File: src/rtl/load_store_unit.sv
// Data-memory initiator: lane alignment, split/merge of word-crossing accesses, load extension.
// Optional build macro LSU_MISALIGN_TRAP_EN: misaligned accesses skip memory and report resp_err.
module load_store_unit #(
  parameter int unsigned DATA_WIDTH = 32,
  parameter int unsigned ADDR_WIDTH = 32
) (
  input  logic                  clk,
  input  logic                  rst,
  input  logic                  req_valid,
  output logic                  req_ready,
  input  logic                  req_we,
  input  logic [2:0]            AddressingControl,
  input  logic [ADDR_WIDTH-1:0] req_addr,
  input  logic [DATA_WIDTH-1:0] req_wdata,
  output logic                  resp_valid,
  output logic [DATA_WIDTH-1:0] resp_rdata,
  output logic                  resp_err,
  output logic                  mem_en,
  output logic                  mem_we,
  output logic [ADDR_WIDTH-1:0] mem_addr,
  output logic [DATA_WIDTH/8-1:0] mem_be,
  output logic [DATA_WIDTH-1:0] mem_wdata,
  input  logic                  mem_ready,
  input  logic [DATA_WIDTH-1:0] mem_rdata
);

  localparam int unsigned BE_W = DATA_WIDTH / 8;

  typedef enum logic [2:0] {
    S_IDLE, S_ACC0, S_CAP0, S_ACC1, S_CAP1, S_RESP
  } state_t;

  state_t                  state_q, state_d;
  logic                    we_q;
  logic [2:0]              mode_q;
  logic [ADDR_WIDTH-1:0]   addr_q;
  logic [DATA_WIDTH-1:0]   wdata_q, buf0_q, buf1_q, buf0_d, buf1_d;

  logic                    take;
  logic                    we_e;
  logic [2:0]              mode_e;
  logic [ADDR_WIDTH-1:0]   addr_e;
  logic [DATA_WIDTH-1:0]   wdata_e;

  logic [1:0]              off;
  logic [BE_W-1:0]         mask;
  logic [2:0]              size_n;
  logic                    split;
  logic [ADDR_WIDTH-1:0]   a0, a1;
  logic [BE_W-1:0]         be0, be1;
  logic [DATA_WIDTH-1:0]   wd0, wd1;
  logic [5:0]              sh1;

  logic                    err_d;
  logic                    req_ready_d, resp_valid_d, mem_en_d, mem_we_d;
  logic [DATA_WIDTH-1:0]   resp_rdata_d, mem_wdata_d;
  logic [ADDR_WIDTH-1:0]   mem_addr_d;
  logic [BE_W-1:0]         mem_be_d;
  logic [2*DATA_WIDTH-1:0] raw;
  logic                    sx;

  // Effective request: live inputs on the transfer cycle, captured copy afterwards
  assign take    = (state_q == S_IDLE) & req_valid;
  assign we_e    = take ? req_we            : we_q;
  assign mode_e  = take ? AddressingControl : mode_q;
  assign addr_e  = take ? req_addr          : addr_q;
  assign wdata_e = take ? req_wdata         : wdata_q;

  always_comb begin
    mask   = BE_W'(4'b1111);
    size_n = 3'd4;
    case (mode_e[1:0])
      2'b00:   begin mask = BE_W'(4'b0001); size_n = 3'd1; end
      2'b01:   begin mask = BE_W'(4'b0011); size_n = 3'd2; end
      default: begin mask = BE_W'(4'b1111); size_n = 3'd4; end
    endcase
  end

  assign off   = addr_e[1:0];
  assign split = ({1'b0, off} + size_n) > 3'd4;
  assign a0    = {addr_e[ADDR_WIDTH-1:2], 2'b00};
  assign a1    = a0 + ADDR_WIDTH'(4);
  assign be0   = BE_W'({{BE_W{1'b0}}, mask} << off);
  assign be1   = BE_W'({{BE_W{1'b0}}, mask} >> (3'd4 - {1'b0, off}));
  assign wd0   = wdata_e << {off, 3'b000};
  // A shift of 32 (off = 0) yields zero, so the second-word lanes stay clear when unsplit
  assign sh1   = {3'd4 - {1'b0, off}, 3'b000};
  assign wd1   = wdata_e >> sh1;

`ifdef LSU_MISALIGN_TRAP_EN
  logic misalign;
  assign misalign = (off & mask[2:1]) != 2'b00;
`endif

  // Next state, read buffers and next registered outputs
  always_comb begin
    state_d = state_q;
    buf0_d  = buf0_q;
    buf1_d  = buf1_q;
    err_d   = 1'b0;
    if (take) begin
      buf0_d = '0;
      buf1_d = '0;
    end

    case (state_q)
      S_IDLE: begin
        if (req_valid) begin
          if (mode_e[1:0] == 2'b11) begin
            state_d = S_RESP;
`ifdef LSU_MISALIGN_TRAP_EN
          end else if (misalign) begin
            state_d = S_RESP;
            err_d   = 1'b1;
`endif
          end else begin
            state_d = S_ACC0;
          end
        end
      end
      S_ACC0: begin
        if (mem_ready) begin
          if (!we_e)      state_d = S_CAP0;
          else if (split) state_d = S_ACC1;
          else            state_d = S_RESP;
        end
      end
      S_CAP0: begin
        buf0_d  = mem_rdata;
        state_d = split ? S_ACC1 : S_RESP;
      end
      S_ACC1: begin
        if (mem_ready) state_d = we_e ? S_RESP : S_CAP1;
      end
      S_CAP1: begin
        buf1_d  = mem_rdata;
        state_d = S_RESP;
      end
      S_RESP:  state_d = S_IDLE;
      default: state_d = S_IDLE;
    endcase

    req_ready_d  = (state_d == S_IDLE);
    resp_valid_d = (state_d == S_RESP);
    mem_en_d     = (state_d == S_ACC0) || (state_d == S_ACC1);
    mem_we_d     = mem_en_d & we_e;
    mem_addr_d   = '0;
    mem_be_d     = '0;
    mem_wdata_d  = '0;
    if (state_d == S_ACC0) begin
      mem_addr_d  = a0;
      mem_be_d    = be0;
      mem_wdata_d = wd0;
    end else if (state_d == S_ACC1) begin
      mem_addr_d  = a1;
      mem_be_d    = be1;
      mem_wdata_d = wd1;
    end

    raw          = {buf1_d, buf0_d} >> {off, 3'b000};
    sx           = ~mode_e[2];
    resp_rdata_d = '0;
    if (resp_valid_d && !we_e && !err_d) begin
      case (mode_e[1:0])
        2'b00:   resp_rdata_d = {{(DATA_WIDTH-8){sx & raw[7]}}, raw[7:0]};
        2'b01:   resp_rdata_d = {{(DATA_WIDTH-16){sx & raw[15]}}, raw[15:0]};
        2'b10:   resp_rdata_d = raw[DATA_WIDTH-1:0];
        default: resp_rdata_d = '0;
      endcase
    end
  end

  always_ff @(posedge clk or posedge rst) begin
    if (rst) begin
      state_q    <= S_IDLE;
      we_q       <= 1'b0;
      mode_q     <= '0;
      addr_q     <= '0;
      wdata_q    <= '0;
      buf0_q     <= '0;
      buf1_q     <= '0;
      req_ready  <= 1'b1;
      resp_valid <= 1'b0;
      resp_rdata <= '0;
      mem_en     <= 1'b0;
      mem_we     <= 1'b0;
      mem_addr   <= '0;
      mem_be     <= '0;
      mem_wdata  <= '0;
    end else begin
      state_q    <= state_d;
      we_q       <= we_e;
      mode_q     <= mode_e;
      addr_q     <= addr_e;
      wdata_q    <= wdata_e;
      buf0_q     <= buf0_d;
      buf1_q     <= buf1_d;
      req_ready  <= req_ready_d;
      resp_valid <= resp_valid_d;
      resp_rdata <= resp_rdata_d;
      mem_en     <= mem_en_d;
      mem_we     <= mem_we_d;
      mem_addr   <= mem_addr_d;
      mem_be     <= mem_be_d;
      mem_wdata  <= mem_wdata_d;
    end
  end

`ifdef LSU_MISALIGN_TRAP_EN
  always_ff @(posedge clk or posedge rst) begin
    if (rst) resp_err <= 1'b0;
    else     resp_err <= err_d;
  end
`else
  assign resp_err = 1'b0;
`endif

endmodule
File: config.mk
export PLATFORM = sky130hd
export DESIGN_NAME = load_store_unit
export DESIGN_NICKNAME = d
export VERILOG_FILES = /design/src/rtl/load_store_unit.sv
export SDC_FILE = /design/constraint.sdc
export NUM_CORES = 1
export LEC_CHECK = 0
export BUFFER_PORTS_ARGS = -buffer_cell sky130_fd_sc_hd__buf_2
export CORE_MARGIN = 1
export CORE_UTILIZATION = 45
export DETAILED_ROUTE_END_ITERATION = 10
export PLACE_DENSITY = 0.8
export SLEW_MARGIN = 20
export SYNTH_ARGS = -nofsm -noshare
export SYNTH_HDL_FRONTEND = slang
export SYNTH_SLANG_ARGS = --single-unit
File: constraint.sdc
create_clock -name clk -period 7.2 [get_ports clk]
set_input_delay 1.44 -clock clk [delete_from_list [all_inputs] [get_ports clk]]
set_output_delay 1.44 -clock clk [all_outputs]
set_load 0.02 [all_outputs]
==> impl_metrics.ini <==
[run_status]
outcome = finished clean

[critical_path]
cp.required_ns = 7.61
worstSetupStartpointType = input port
path_class = input port to flop
worstPathMaxFanout = 21
cp-end-kind = flop
worstPathArrival_ns = 6.72

[die]
rows = 56
start_util_pct = 46.1
ios = 209
die-area_sq_um = 24700
die_x_um = 157
fp.dieH_um = 157
core_area_sq_um = 23500

[place]
dp_hpwl_um = 20200
place_ws_ns = 0.531
port_buffers = 205
place_congestion = 0.891
placedCellCount = 1614
placed_cell_area_sq_um = 12100

[logic_synthesis]
synth_cell_types = 70
synthArstFlopShare_pct = 100
synth_edf_count = 0
synth_top_area_share_pct = 52.6
synth_ff_type = dfrtp_1
avgSynthCellArea_sq_um = 9.35
synth.largest_area_cell = dfrtp_1
yosys-top-cells-area = dfrtp_1 53%, nand2_1 8.3%, nor2_1 3.6%
ys_seq_area_share_pct = 52.8
syn_inst = 1160
synth.ff_latch_count = 229
yosysWarningCount = 0
netlist_area_sq_um = 10900

[power_and_ir_drop]
p_per_area_nw_per_um2 = 495
total_power_mw = 6.38
power.leakage_nw = 6.36
irDropWorstVdd_mv = 0.271

[route]
first_pass_iters = 5
vias = 9451
wirelength_um = 31000
routedWlPerCell_um = 18.7
drt_iter0_drc = 1096
drc = 0
antenna_left = 0
via_per_inst = 5.69

[sta]
setup_violations = 0
worstMarginPinSlew_ns = 1.10
slew_viol_final = 0
maxSlewHeadroom_pct = 26.7
finalClockSkew_ns = 0.0199
report.final.hold_viol_count = 0
fin_ws_ns = 0.892
finalSetupTns_ns = 0
hold_ws_ns = 0.489
fmax_mhz = 159
rsz0062_at_grt = false
finalCritPeriodShare_pct = 87.6
period_needed_ns = 6.31

[global_route]
grt_pass1_vias = 8962
grt_pass1_wl_um = 48300
grt_usage_pct = 24.9
overflow = 0
antenna_found_initial = 4
grt_max_degree = 201

[clock_tree]
clk_pin_slew_ns = 0.06
cts_sinks = 229
cts_root_buf = clkbuf_16
clockBufferDepth = 3
cts_resized = 0
cts_inserted_buffers = 25
htree_levels = 1
cts_tree = built
clkLatencyLatePin_ns = 0.52
hold_buffers = 0
postCtsSetupRepairBufs = 0

[final_layout]
final_cell_mix = 237 x nand2_1, 228 x dfrtp_1, 205 x buf_2
final_cell_area_sq_um = 12900
final_cell_count_no_fill = 1661
utilization_pct = 54.8
area_growth_pct = 18.9
final_common_cell = nand2_1
regArea_sq_um = 5730
multi_input_area_sq_um = 4670
drive_above_1_share_pct = 23.1
final.fill_count = 2088
final_nets = 1432

[flow_run]
cap_violations = 0

[hold_path]
hold_path_class = flop to flop
## worst max-delay path, cell delays in order
cell      delay (ns)
buf_2           0.11
or4b_4          0.65
mux2i_1         0.37
clkinv_1        0.29
nor2_1          0.45
ha_1            0.28
fa_1            0.41
nand2b_1        0.17
o211ai_1        0.16
a311o_1         0.25
a31o_2          0.37
clkinv_1        0.14
nor2_1          0.71
nand2_1         0.50
o32ai_1         0.41
## kinds of logic after synthesis
logic type	share of synthesized area [%]
xor+xnor	1.69
flops	52.8
compound gates	16.4
other cells	0.0346
buf+inv	4.60
fa+ha+maj	0.646
simple gates	19.1
mux	4.73
## worst paths after layout
check	slack [ns]	depth (start not counted)	end	startpoint
worst max-delay path	0.89	15	mem_wdata[11]	req_valid
worst min register to register	0.49	1	buf0_q[3]	buf0_q[3]
min in group asynchronous	1.02	2	resp_rdata[10]	rst
worst max register to register	1.22	14	mem_wdata[11]	state_q[1]
max in group asynchronous	4.85	4	mem_wdata[22]	rst
worst min-delay path	0.49	1	buf0_q[3]	buf0_q[3]
## cell type report
cell class,count,area share [%]
inverter,39,1.16
clock buffer,41,5.86
timing repair buffer,220,9.08
sequential,229,44.4
tap,319,3.09
antenna,2,0.0388
multi-input combinational,808,36.2
clock inverter,3,0.194
## where the power goes
part / leakage, nW / internal, mW / switching [mW] / total, mW
Sequential: 2.99 / 1.76 / 0.201 / 1.96
Clock: 0.378 / 0.714 / 0.502 / 1.22
Combinational: 3.00 / 1.05 / 2.16 / 3.21
Total: 6.36 / 3.52 / 2.86 / 6.38
## layer usage
layer  track usage [%]  wire length [um]  up-vias
li1                  -                 -     4357
met1              33.1             12700     4511
met2              41.0             14800      520
met3              5.31              2800       59
met4              6.84               721        4
met5                 0                28        -
## cells in the mapped netlist (12+ instances only)
cell,number
clkbuf_1,62
nor2_1,104
o22ai_1,12
buf_1,13
o211ai_1,27
a31oi_1,19
a22oi_1,15
inv_1,35
xnor2_1,15
a21oi_1,77
dfrtp_1,228
o21ai_0,14
a211oi_1,25
mux2i_1,33
nor3_1,21
a22o_1,24
nand2_1,239
nand3_1,47
## flip-flops by register name, summed over array words and instances, names as in the netlist
name,count
buf0_q,32
buf1_q,24
we_q,1
wdata_q,32
mem_en,1
mem_wdata,32
state_q,3
mode_q,3
mem_addr,30
req_ready,1
addr_q,32
mem_be,4
resp_rdata,32
mem_we,1
resp_valid,1
Note: power is estimated with default switching activity, not from simulation.
